File: src/rtl/booth_r4_serial_mult_hs_pkg.sv
// Shared types and sizing helpers for the radix-4 Booth serial multiplier.
// The package holds the Booth digit encoding, the triplet recoder, the FSM
// state type and the helpers that size the recoded operand and iteration count.
package booth_pkg;

  typedef enum logic [2:0] {ZERO, P1, P2, M1, M2} booth_dig_e;

  typedef enum logic [1:0] {IDLE, RUN, DONE} booth_state_e;

  // Radix-4 recoding of the overlapping triplet {x[2i+1], x[2i], x[2i-1]}.
  function automatic booth_dig_e booth_recode(input logic [2:0] t);
    booth_dig_e d;
    case (t)
      3'b001, 3'b010: d = P1;
      3'b011:         d = P2;
      3'b100:         d = M2;
      3'b101, 3'b110: d = M1;
      default:        d = ZERO;
    endcase
    return d;
  endfunction

  // Width of x after the 1-bit sign/zero extension, rounded up to even.
  function automatic int booth_xe(input int wx);
    return ((wx + 2) / 2) * 2;
  endfunction

  // Number of Booth digits.
  function automatic int booth_nd(input int wx);
    return booth_xe(wx) / 2;
  endfunction

  // Clock cycles needed to retire every digit.
  function automatic int booth_iter(input int wx, input int dpc);
    return (booth_nd(wx) + dpc - 1) / dpc;
  endfunction

endpackage

File: src/rtl/booth_r4_serial_mult_hs_if.sv
// Operand/result handshake bundle for booth_r4_serial_mult_hs.
// master = producer/consumer side, slave = the multiplier.
interface booth_r4_serial_mult_hs_if #(
  parameter int WIDTH_X   = 8,
  parameter int WIDTH_Y   = 8,
  parameter int OUT_WIDTH = 8
);
  logic                       in_valid;
  logic                       in_ready;
  logic                       in_signed;
  logic [WIDTH_X-1:0]         in_x;
  logic [WIDTH_Y-1:0]         in_y;
  logic                       out_valid;
  logic                       out_ready;
  logic [WIDTH_X+WIDTH_Y-1:0] prod;
  logic [OUT_WIDTH-1:0]       prod_fix;
  logic                       ovf;

  modport master (
    output in_valid, in_signed, in_x, in_y, out_ready,
    input  in_ready, out_valid, prod, prod_fix, ovf
  );

  modport slave (
    input  in_valid, in_signed, in_x, in_y, out_ready,
    output in_ready, out_valid, prod, prod_fix, ovf
  );
endinterface

File: src/rtl/booth_r4_serial_mult_hs_pp_sel.sv
// One radix-4 partial product: 0, +-y or +-2y of the extended multiplicand,
// sign-extended to the adder width WIDTH_Y+3.
module booth_r4_pp_sel
  import booth_pkg::*;
#(
  parameter int WIDTH_Y = 8
) (
  input  booth_dig_e          i_dig,
  input  logic [WIDTH_Y:0]    i_y,
  output logic [WIDTH_Y+2:0]  o_pp
);
  logic [WIDTH_Y+2:0] w_y1;
  logic [WIDTH_Y+2:0] w_y2;

  assign w_y1 = {{2{i_y[WIDTH_Y]}}, i_y};
  assign w_y2 = {w_y1[WIDTH_Y+1:0], 1'b0};

  // Digit-driven multiplexer over the four non-zero multiples.
  always_comb begin
    o_pp = '0;
    case (i_dig)
      P1:      o_pp = w_y1;
      P2:      o_pp = w_y2;
      M1:      o_pp = -w_y1;
      M2:      o_pp = -w_y2;
      default: o_pp = '0;
    endcase
  end
endmodule

File: src/rtl/booth_r4_serial_mult_hs.sv
// Multi-cycle radix-4 Booth multiplier with valid/ready handshakes.
// Retires DIGITS_PER_CYCLE digits per clock through a combinational chain of
// add/shift stages, then holds the exact product and a fixed-point slice.
// Optional macro SATURATE_EN: clamp prod_fix on overflow instead of wrapping.
module booth_r4_serial_mult_hs
  import booth_pkg::*;
#(
  parameter int WIDTH_X          = 8,
  parameter int WIDTH_Y          = 8,
  parameter int DIGITS_PER_CYCLE = 1,
  parameter int FRAC_BITS        = 0,
  parameter int OUT_WIDTH        = 8
) (
  input logic                      clk,
  input logic                      rst_n,
  booth_r4_serial_mult_hs_if.slave bus
);
  localparam int DPC  = DIGITS_PER_CYCLE;
  localparam int P    = WIDTH_X + WIDTH_Y;
  localparam int AW   = WIDTH_Y + 3;
  localparam int ITER = booth_iter(WIDTH_X, DPC);
  // x is sign-extended to cover every digit the chain retires, so digits past
  // the real operand recode to ZERO and only shift.
  localparam int XP   = 2 * DPC * ITER;
  localparam int CW   = (ITER > 1) ? $clog2(ITER) : 1;
  localparam int HI   = FRAC_BITS + OUT_WIDTH;

  booth_state_e r_state, w_state_nxt;
  logic         w_in_ready, w_out_valid, w_accept, w_last;

  logic [CW-1:0]    r_cnt;
  logic [AW-1:0]    r_a;
  logic [XP-1:0]    r_q;
  logic             r_qm;
  logic [WIDTH_Y:0] r_y;
  logic             r_sgn;
  logic [P-1:0]     r_prod;

  logic signed [WIDTH_X:0] w_xe;
  logic [WIDTH_Y:0]        w_ye;
  logic [XP-1:0]           w_xp;

  assign w_xe = {bus.in_signed & bus.in_x[WIDTH_X-1], bus.in_x};
  assign w_ye = {bus.in_signed & bus.in_y[WIDTH_Y-1], bus.in_y};
  assign w_xp = XP'(w_xe);

  // Digit chain: stage g adds its partial product to the running high half
  // and shifts {A,Q} right two bits arithmetically.
  logic [DPC:0][AW-1:0] w_a;
  logic [DPC:0][XP-1:0] w_q;
  logic [P-1:0]         w_full;

  assign w_a[0] = r_a;
  assign w_q[0] = r_q;

  for (genvar g = 0; g < DPC; g++) begin : g_dig
    booth_dig_e    w_dig;
    logic [AW-1:0] w_pp;
    logic [AW-1:0] w_sum;
    logic          w_qm_in;

    if (g == 0) begin : g_first
      assign w_qm_in = r_qm;
    end else begin : g_next
      assign w_qm_in = w_q[g-1][1];
    end

    assign w_dig = booth_recode({w_q[g][1:0], w_qm_in});

    booth_r4_pp_sel #(.WIDTH_Y(WIDTH_Y)) u_pp (
      .i_dig (w_dig),
      .i_y   (r_y),
      .o_pp  (w_pp)
    );

    assign w_sum    = w_a[g] + w_pp;
    assign w_a[g+1] = {{2{w_sum[AW-1]}}, w_sum[AW-1:2]};
    assign w_q[g+1] = {w_sum[1:0], w_q[g][XP-1:2]};
  end

  assign w_full = P'({w_a[DPC], w_q[DPC]});
  assign w_last = (r_cnt == CW'(ITER - 1));

  // FSM state register.
  always_ff @(posedge clk or negedge rst_n) begin
    if (!rst_n) r_state <= IDLE;
    else        r_state <= w_state_nxt;
  end

  // Next state and handshake outputs; DONE can hand straight over to RUN.
  always_comb begin
    w_state_nxt = r_state;
    w_in_ready  = 1'b0;
    w_out_valid = 1'b0;
    case (r_state)
      IDLE: begin
        w_in_ready = 1'b1;
        if (bus.in_valid) w_state_nxt = RUN;
      end
      RUN: begin
        if (w_last) w_state_nxt = DONE;
      end
      DONE: begin
        w_out_valid = 1'b1;
        w_in_ready  = bus.out_ready;
        if (bus.out_ready) w_state_nxt = bus.in_valid ? RUN : IDLE;
      end
      default: w_state_nxt = IDLE;
    endcase
  end

  assign w_accept = w_in_ready & bus.in_valid;

  // Datapath: load on accept, retire digits in RUN, latch the product last.
  always_ff @(posedge clk or negedge rst_n) begin
    if (!rst_n) begin
      r_cnt  <= '0;
      r_a    <= '0;
      r_q    <= '0;
      r_qm   <= 1'b0;
      r_y    <= '0;
      r_sgn  <= 1'b0;
      r_prod <= '0;
    end else if (w_accept) begin
      r_cnt  <= '0;
      r_a    <= '0;
      r_q    <= w_xp;
      r_qm   <= 1'b0;
      r_y    <= w_ye;
      r_sgn  <= bus.in_signed;
    end else if (r_state == RUN) begin
      r_cnt  <= r_cnt + 1'b1;
      r_a    <= w_a[DPC];
      r_q    <= w_q[DPC];
      r_qm   <= w_q[DPC-1][1];
      if (w_last) r_prod <= w_full;
    end
  end

  // Fixed-point slice and overflow of the discarded upper bits.
  logic [OUT_WIDTH-1:0] w_slice;
  logic                 w_ovf;

  assign w_slice = r_prod[HI-1:FRAC_BITS];

  if (HI < P) begin : g_ovf
    logic [P-HI-1:0] w_up;
    assign w_up  = r_prod[P-1:HI];
    assign w_ovf = r_sgn ? (w_up != {(P-HI){w_slice[OUT_WIDTH-1]}}) : (|w_up);
  end else begin : g_no_ovf
    assign w_ovf = 1'b0;
  end

`ifdef SATURATE_EN
  logic [OUT_WIDTH-1:0] w_sat;

  // Clamp value: signed follows the product sign, unsigned goes to all ones.
  always_comb begin
    w_sat = '1;
    if (r_sgn) w_sat = r_prod[P-1] ? {1'b1, {(OUT_WIDTH-1){1'b0}}}
                                   : {1'b0, {(OUT_WIDTH-1){1'b1}}};
  end

  assign bus.prod_fix = w_ovf ? w_sat : w_slice;
`else
  assign bus.prod_fix = w_slice;
`endif

  assign bus.in_ready  = w_in_ready;
  assign bus.out_valid = w_out_valid;
  assign bus.prod      = r_prod;
  assign bus.ovf       = w_ovf;

endmodule

File: src/flat_wrapper.sv
// flat-port wrapper written by rule: the top's interface ports become plain ports
module booth_r4_serial_mult_hs_flat import booth_pkg::*;
#(
  parameter int WIDTH_X          = 8,
  parameter int WIDTH_Y          = 8,
  parameter int DIGITS_PER_CYCLE = 1,
  parameter int FRAC_BITS        = 0,
  parameter int OUT_WIDTH        = 8
)
  (clk, rst_n, bus_in_valid, bus_in_signed, bus_in_x, bus_in_y, bus_out_ready, bus_in_ready, bus_out_valid, bus_prod, bus_prod_fix, bus_ovf);
  booth_r4_serial_mult_hs_if #(.WIDTH_X(WIDTH_X), .WIDTH_Y(WIDTH_Y), .OUT_WIDTH(OUT_WIDTH)) bus_i ();
  input logic clk;
  input logic rst_n;
  input wire logic [$bits(bus_i.in_valid)-1:0] bus_in_valid;
  input wire logic [$bits(bus_i.in_signed)-1:0] bus_in_signed;
  input wire logic [$bits(bus_i.in_x)-1:0] bus_in_x;
  input wire logic [$bits(bus_i.in_y)-1:0] bus_in_y;
  input wire logic [$bits(bus_i.out_ready)-1:0] bus_out_ready;
  output wire logic [$bits(bus_i.in_ready)-1:0] bus_in_ready;
  output wire logic [$bits(bus_i.out_valid)-1:0] bus_out_valid;
  output wire logic [$bits(bus_i.prod)-1:0] bus_prod;
  output wire logic [$bits(bus_i.prod_fix)-1:0] bus_prod_fix;
  output wire logic [$bits(bus_i.ovf)-1:0] bus_ovf;
  assign bus_i.in_valid = bus_in_valid;
  assign bus_i.in_signed = bus_in_signed;
  assign bus_i.in_x = bus_in_x;
  assign bus_i.in_y = bus_in_y;
  assign bus_i.out_ready = bus_out_ready;
  assign bus_in_ready = bus_i.in_ready;
  assign bus_out_valid = bus_i.out_valid;
  assign bus_prod = bus_i.prod;
  assign bus_prod_fix = bus_i.prod_fix;
  assign bus_ovf = bus_i.ovf;
  booth_r4_serial_mult_hs #(.WIDTH_X(WIDTH_X), .WIDTH_Y(WIDTH_Y), .DIGITS_PER_CYCLE(DIGITS_PER_CYCLE), .FRAC_BITS(FRAC_BITS), .OUT_WIDTH(OUT_WIDTH)) u_core (.clk(clk), .rst_n(rst_n), .bus(bus_i));
endmodule
File: config.mk
export PLATFORM = sky130hd
export DESIGN_NAME = booth_r4_serial_mult_hs_flat
export DESIGN_NICKNAME = d
export VERILOG_FILES = /design/src/rtl/booth_r4_serial_mult_hs_pkg.sv /design/src/rtl/booth_r4_serial_mult_hs_if.sv /design/src/rtl/booth_r4_serial_mult_hs_pp_sel.sv /design/src/rtl/booth_r4_serial_mult_hs.sv /design/src/flat_wrapper.sv
export SDC_FILE = /design/constraint.sdc
export NUM_CORES = 1
export LEC_CHECK = 0
export CAP_MARGIN = 20
export CORE_MARGIN = 4
export CORE_UTILIZATION = 55
export DETAILED_ROUTE_END_ITERATION = 8
export GPL_TIMING_DRIVEN = 0
export PLACE_DENSITY = 0.81
export SKIP_LAST_GASP = 1
export SYNTH_ARGS = -nofsm -noshare
export SYNTH_HDL_FRONTEND = slang
export SYNTH_SLANG_ARGS = --single-unit
File: constraint.sdc
create_clock -name clk -period 6.48 [get_ports clk]
set_input_delay 1.296 -clock clk [delete_from_list [all_inputs] [get_ports clk]]
set_output_delay 1.296 -clock clk [all_outputs]
set_load 0.05 [all_outputs]
**Yosys cells after proc, flatten, opt, wreduce, memory -nomap -nowiden**

Index checks and enable logic that the tools add are counted.

- Add/sub/neg operators: 4
- Reduce and logical (&&, ||, !) cells: 7
- Bitwise logic cells: 4
- Mux-type cells: 18
- Eq/ne operators: 17

Operators by type and width:

| operator | count |
|---|---|
| $pmux W11 S4 | 1 |
| $mux W11 | 2 |
| $neg A11 Y11 | 2 |
| $mux W10 | 2 |
| $eq A3 B3 Y1 const B | 5 |
| $eq A3 B2 Y1 const B | 4 |
| $pmux W3 S4 | 1 |
| $add A11 B11 Y11 | 1 |
| $ne A8 B8 Y1 | 1 |
| $reduce_or A8 Y1 | 1 |
| $eq A3 B1 Y1 const B | 2 |
| $mux W2 | 3 |
| $mux W3 | 2 |
| $pmux W2 S3 | 1 |
| $reduce_and A3 Y1 | 2 |
| $mux W1 | 5 |
| $ne A2 B2 Y1 const B | 2 |
| $reduce_or A2 Y1 | 2 |
| $add A3 B1 Y3 const B | 1 |
| $and A1 B1 Y1 | 3 |
| $eq A2 B1 Y1 const B | 1 |
| $eq A2 B2 Y1 const B | 1 |
| $logic_not A2 Y1 | 1 |
| $ne A2 B1 Y1 const B | 1 |
| 3 further kinds | 3 |

- Flip-flop bits (word level): 53
- Word-level logic and storage cells: 58
- Output and inout bits: 27
- Input port bits: 21

**Depth between registers and ports, before layout**

- Depth after elaboration: 8
- Mapped depth: 17
- Depth with buffers taken out: 15

**Cells and area by module**

Synthesis repeated with hierarchy kept, for this count alone.

- Cell total of the unflattened synthesis: 333
- Area, all modules: 3,150.5 um^2

Modules (own cells, without submodules):

| module | cells each | instances | seq. area each (um^2) | area each (um^2) |
|---|---|---|---|---|
| booth_r4_serial_mult_hs | 250 | 1 | 1,276.2 | 2,611.3 |
| booth_r4_pp_sel | 83 | 1 | 0.0 | 539.3 |

**Worst setup path before layout**

No wires, ideal clock.

- Kind: input -> output
- Start point: in bus_out_ready
- End point: out bus_in_ready
- Required time: 5.184 ns
- Slack: 3.017 ns
- Path buffers: 0
- Data arrival time: 2.167 ns
- Stages on the path: 2
- Cell sequence: inv_1 > a21oi_1

- Longest elaborated chain between the ends: 1

Ends and longest elaborated chain:

| item | line | source |
|---|---|---|
| start: declaration | flat_wrapper.sv:18 | `input wire logic [$bits(bus_i.out_ready)-1:0] bus_out_ready;` |
| $pmux W1 S2 | booth_r4_serial_mult_hs.sv:95 | `case (r_state)` |
| end: declaration | flat_wrapper.sv:19 | `output wire logic [$bits(bus_i.in_ready)-1:0] bus_in_ready;` |

Every way passes these cells.

**Worst setup path in the final report**

Ends and elaborated chain as after synthesis.

==> results.md <==
- Crit. End Element: primary output
- Diode count: 0
- Final Critical Period: roughly 4.2 ns
- Drt via density: ~5.9
- Worst hold path type: flip-flop to flip-flop
- Gr usage total: between 20% and 30%
- Setup-failing EPs final: 0
- Final Util: 69.4%
- FILL cells: approximately 450
- Starting Density: between 50% and 60%
- Buffers on Ports: 47
- Final Hold Fails: 0
- Max Clock Freq: approximately 240 MHz
- Initial DRC count: roughly 250
- Synth Area in Compound Gates: between 10% and 20%
- Post-synthesis sequential area ratio: approximately two fifths
- Initial antenna violation count: 0
- Distinct cells, synth: 53
- Cells after synthesis: 355
- Status: finished, final reports clean
- Root buffer cell: clkbuf_8
- Hold slack: ~0.50 ns
- CTS tree: yes
- Worst-margin pin slew: ~0.54 ns
- H-tree level count: 2
- Area Growth Syn to Fin: 21.8%
- Largest net degree at the start of global routing: 32
- Post-synthesis adder-cell area fraction: 5.79%
- Post-synthesis mux area share: slightly below 7%
- Number of global-route vias before repair: between 2,000 and 3,000
- Final HPWL DP: a little under 6 mm
- Clock buffer depth: 2
- Clock sinks: 51
- Top cells by area, synth: dfrtp_1 (40%), o21ai_0 (6.0%), nand2_1 (5.8%)
- Cell taking the most area after synthesis: dfrtp_1
- Most frequent cell after synthesis: dfrtp_1
- Largest family of logic cells by synthesized area: compound AO/OA/AOI/OAI gates
- Number of top-level pins: 48
- Clk Latency, worst-skew pair: just over 0.3 ns
- Worst clock skew: 0.0128 ns
- DR vias: ~2,800
- Core area: approximately 0.0055 mm2
- Syn Nets: between 300 and 400
- Initial DRT Pass Iterations: 7
- Synth Warn #: 0
- Crit start category: input port
- Final GP Congestion: about 0.92
- Die W: about 84 um
- Worst Path Max Fanout: 3
- Synth top cells by count: dfrtp_1 (51), nand2_1 (49), o21ai_0 (38), nor2_1 (24)
- Critical Path AT: ~2.9 ns
- Top cell type's share of synthesized area: between 40 and 50%
- Worst EP required: slightly above 5 ns
- Share of cells above drive strength 1: under 10%
- Resize count post-CTS: 0
- Drc violations: 0
- Area of the multi-input gates: 0.00167 mm2
- Register area: ~0.0013 mm2
- EDFF count, synth: 0
- Total Nets Final: around 450
- Asr flop ratio synth: between 90% and 100%
- Hold_buf cts: 0
- Cts bufs inserted: 5
- Max_slew headroom: roughly 64%
- Mapped cell area: 0.00316 mm2
- Simple-Gate Fraction of Synth Area: approximately 17%
- Mean Syn Cell Area: around 8.9 um2
- Die Area: roughly 0.007 mm2
- ANT nets after route: 0
- Detailed Route WL: between 7 and 8 mm
- Worst Path Class, Setup: input port to primary output
- FP Rows: 27
- Total grt overflow: 0
- First-pass GRT wire length: 13.0 mm
- Yosys reg bits: roughly 50
- Setup TNS: 0 ns
- Setup Buffers After CTS: 0
- Die height: between 80 and 90 um
- Clock Pin Slew Worst Setup and Hold Paths: 0.09 ns
- Routed WL per cell: about 16 um
- Slew Viols, Final: 0
- Max-Cap Viols: 0
- Top FF cell, synth: dfrtp_1
- XOR/XNOR Fraction of Synth Area: under 10%
- Fin crit share: about two thirds
- RSZ-0062 raised after global routing: false
routing by layer:
layer  GRT usage, %  wire, um  vias to the layer above
li1               -         -                     1356
met2           37.7      3770                      109
met3           5.23       521                        9
met1           30.4      3300                     1357
met4           5.56        75                        0
met5              0         0                        -
worst max-delay path: stages:
cell and delay, ns:
clkdlybuf4s50_1 0.45, inv_1 0.05, a21oi_1 0.24, clkdlybuf4s50_1 0.87
state kept, by name, summed over array words and instances, names as in the netlist:
signal                cells
u_core.r_y                9
u_core.g_dig.w_qm_in      1
u_core.r_sgn              1
u_core.r_q               10
u_core.r_a                9
u_core.r_cnt              3
u_core.bus.prod          16
u_core.r_state            2
area by class of cell:
type	count	area share [%]
multi-input combinational	260	43.4
clock inverter	2	1.01
clock buffer	6	1.89
inverter	11	1.07
tap	72	2.34
buffer	33	4.43
sequential	51	33.2
timing repair buffer	48	12.6
layout by cell type (no fill, tap or decap), types with 3 or more instances in the layout:
cell,Yosys,routed
mux2_2,16,16
nand2_1,49,49
nand3_1,15,15
a22oi_1,8,8
ha_1,13,13
nand4_1,4,4
clkbuf_8,0,5
buf_4,8,8
nor3_1,3,3
and2_1,3,3
inv_1,11,11
dfrtp_1,51,51
xor2_1,7,7
nor4_1,3,3
a31oi_1,3,3
nor2_1,24,24
a21oi_1,21,21
o21ai_0,38,38
a211oi_1,4,4
nor2b_1,4,4
xnor2_1,9,9
clkbuf_1,21,22
clkdlybuf4s50_1,0,46
worst paths after layout:
path	from	endpoint	slack, ns	depth (start not counted)
min reg2reg	u_core.r_sgn	u_core.r_sgn	0.50	2
max reg2reg	u_core.r_y[0]	u_core.r_a[9]	2.52	17
min in group asynchronous	rst_n	u_core.bus.prod[9]	0.94	1
max	bus_out_ready	bus_in_ready	2.27	4
max in group asynchronous	rst_n	u_core.r_y[7]	4.99	2
min	u_core.r_sgn	u_core.r_sgn	0.50	2
per-stage QoR:
stage | std cells | area [um2] | worst slack, ns
2_1_floorplan | 355 | 3160 | 3.02
3_3_place_gp | 474 | 3720 | 2.28
3_5_place_dp | 475 | 3730 | 2.28
4_1_cts | 483 | 3840 | 2.27
5_1_grt | 483 | 3840 | 2.20
6_report | 483 | 3840 | 2.27
logic make-up (layout without fill, tap and decap cells):
group | count (synthesis) | in the layout
AOI/OAI and AO/OA | 98 | 98
adders and majority gates | 14 | 14
and+or+nand+nor | 114 | 114
xor gates and xnor gates | 16 | 16
muxes | 18 | 18
DFF | 51 | 51
buffers and inverters | 44 | 100
Power is left out: the tool's default activity adds up to more than one toggle a clock period on the data nets, which glitch-free logic cannot reach.
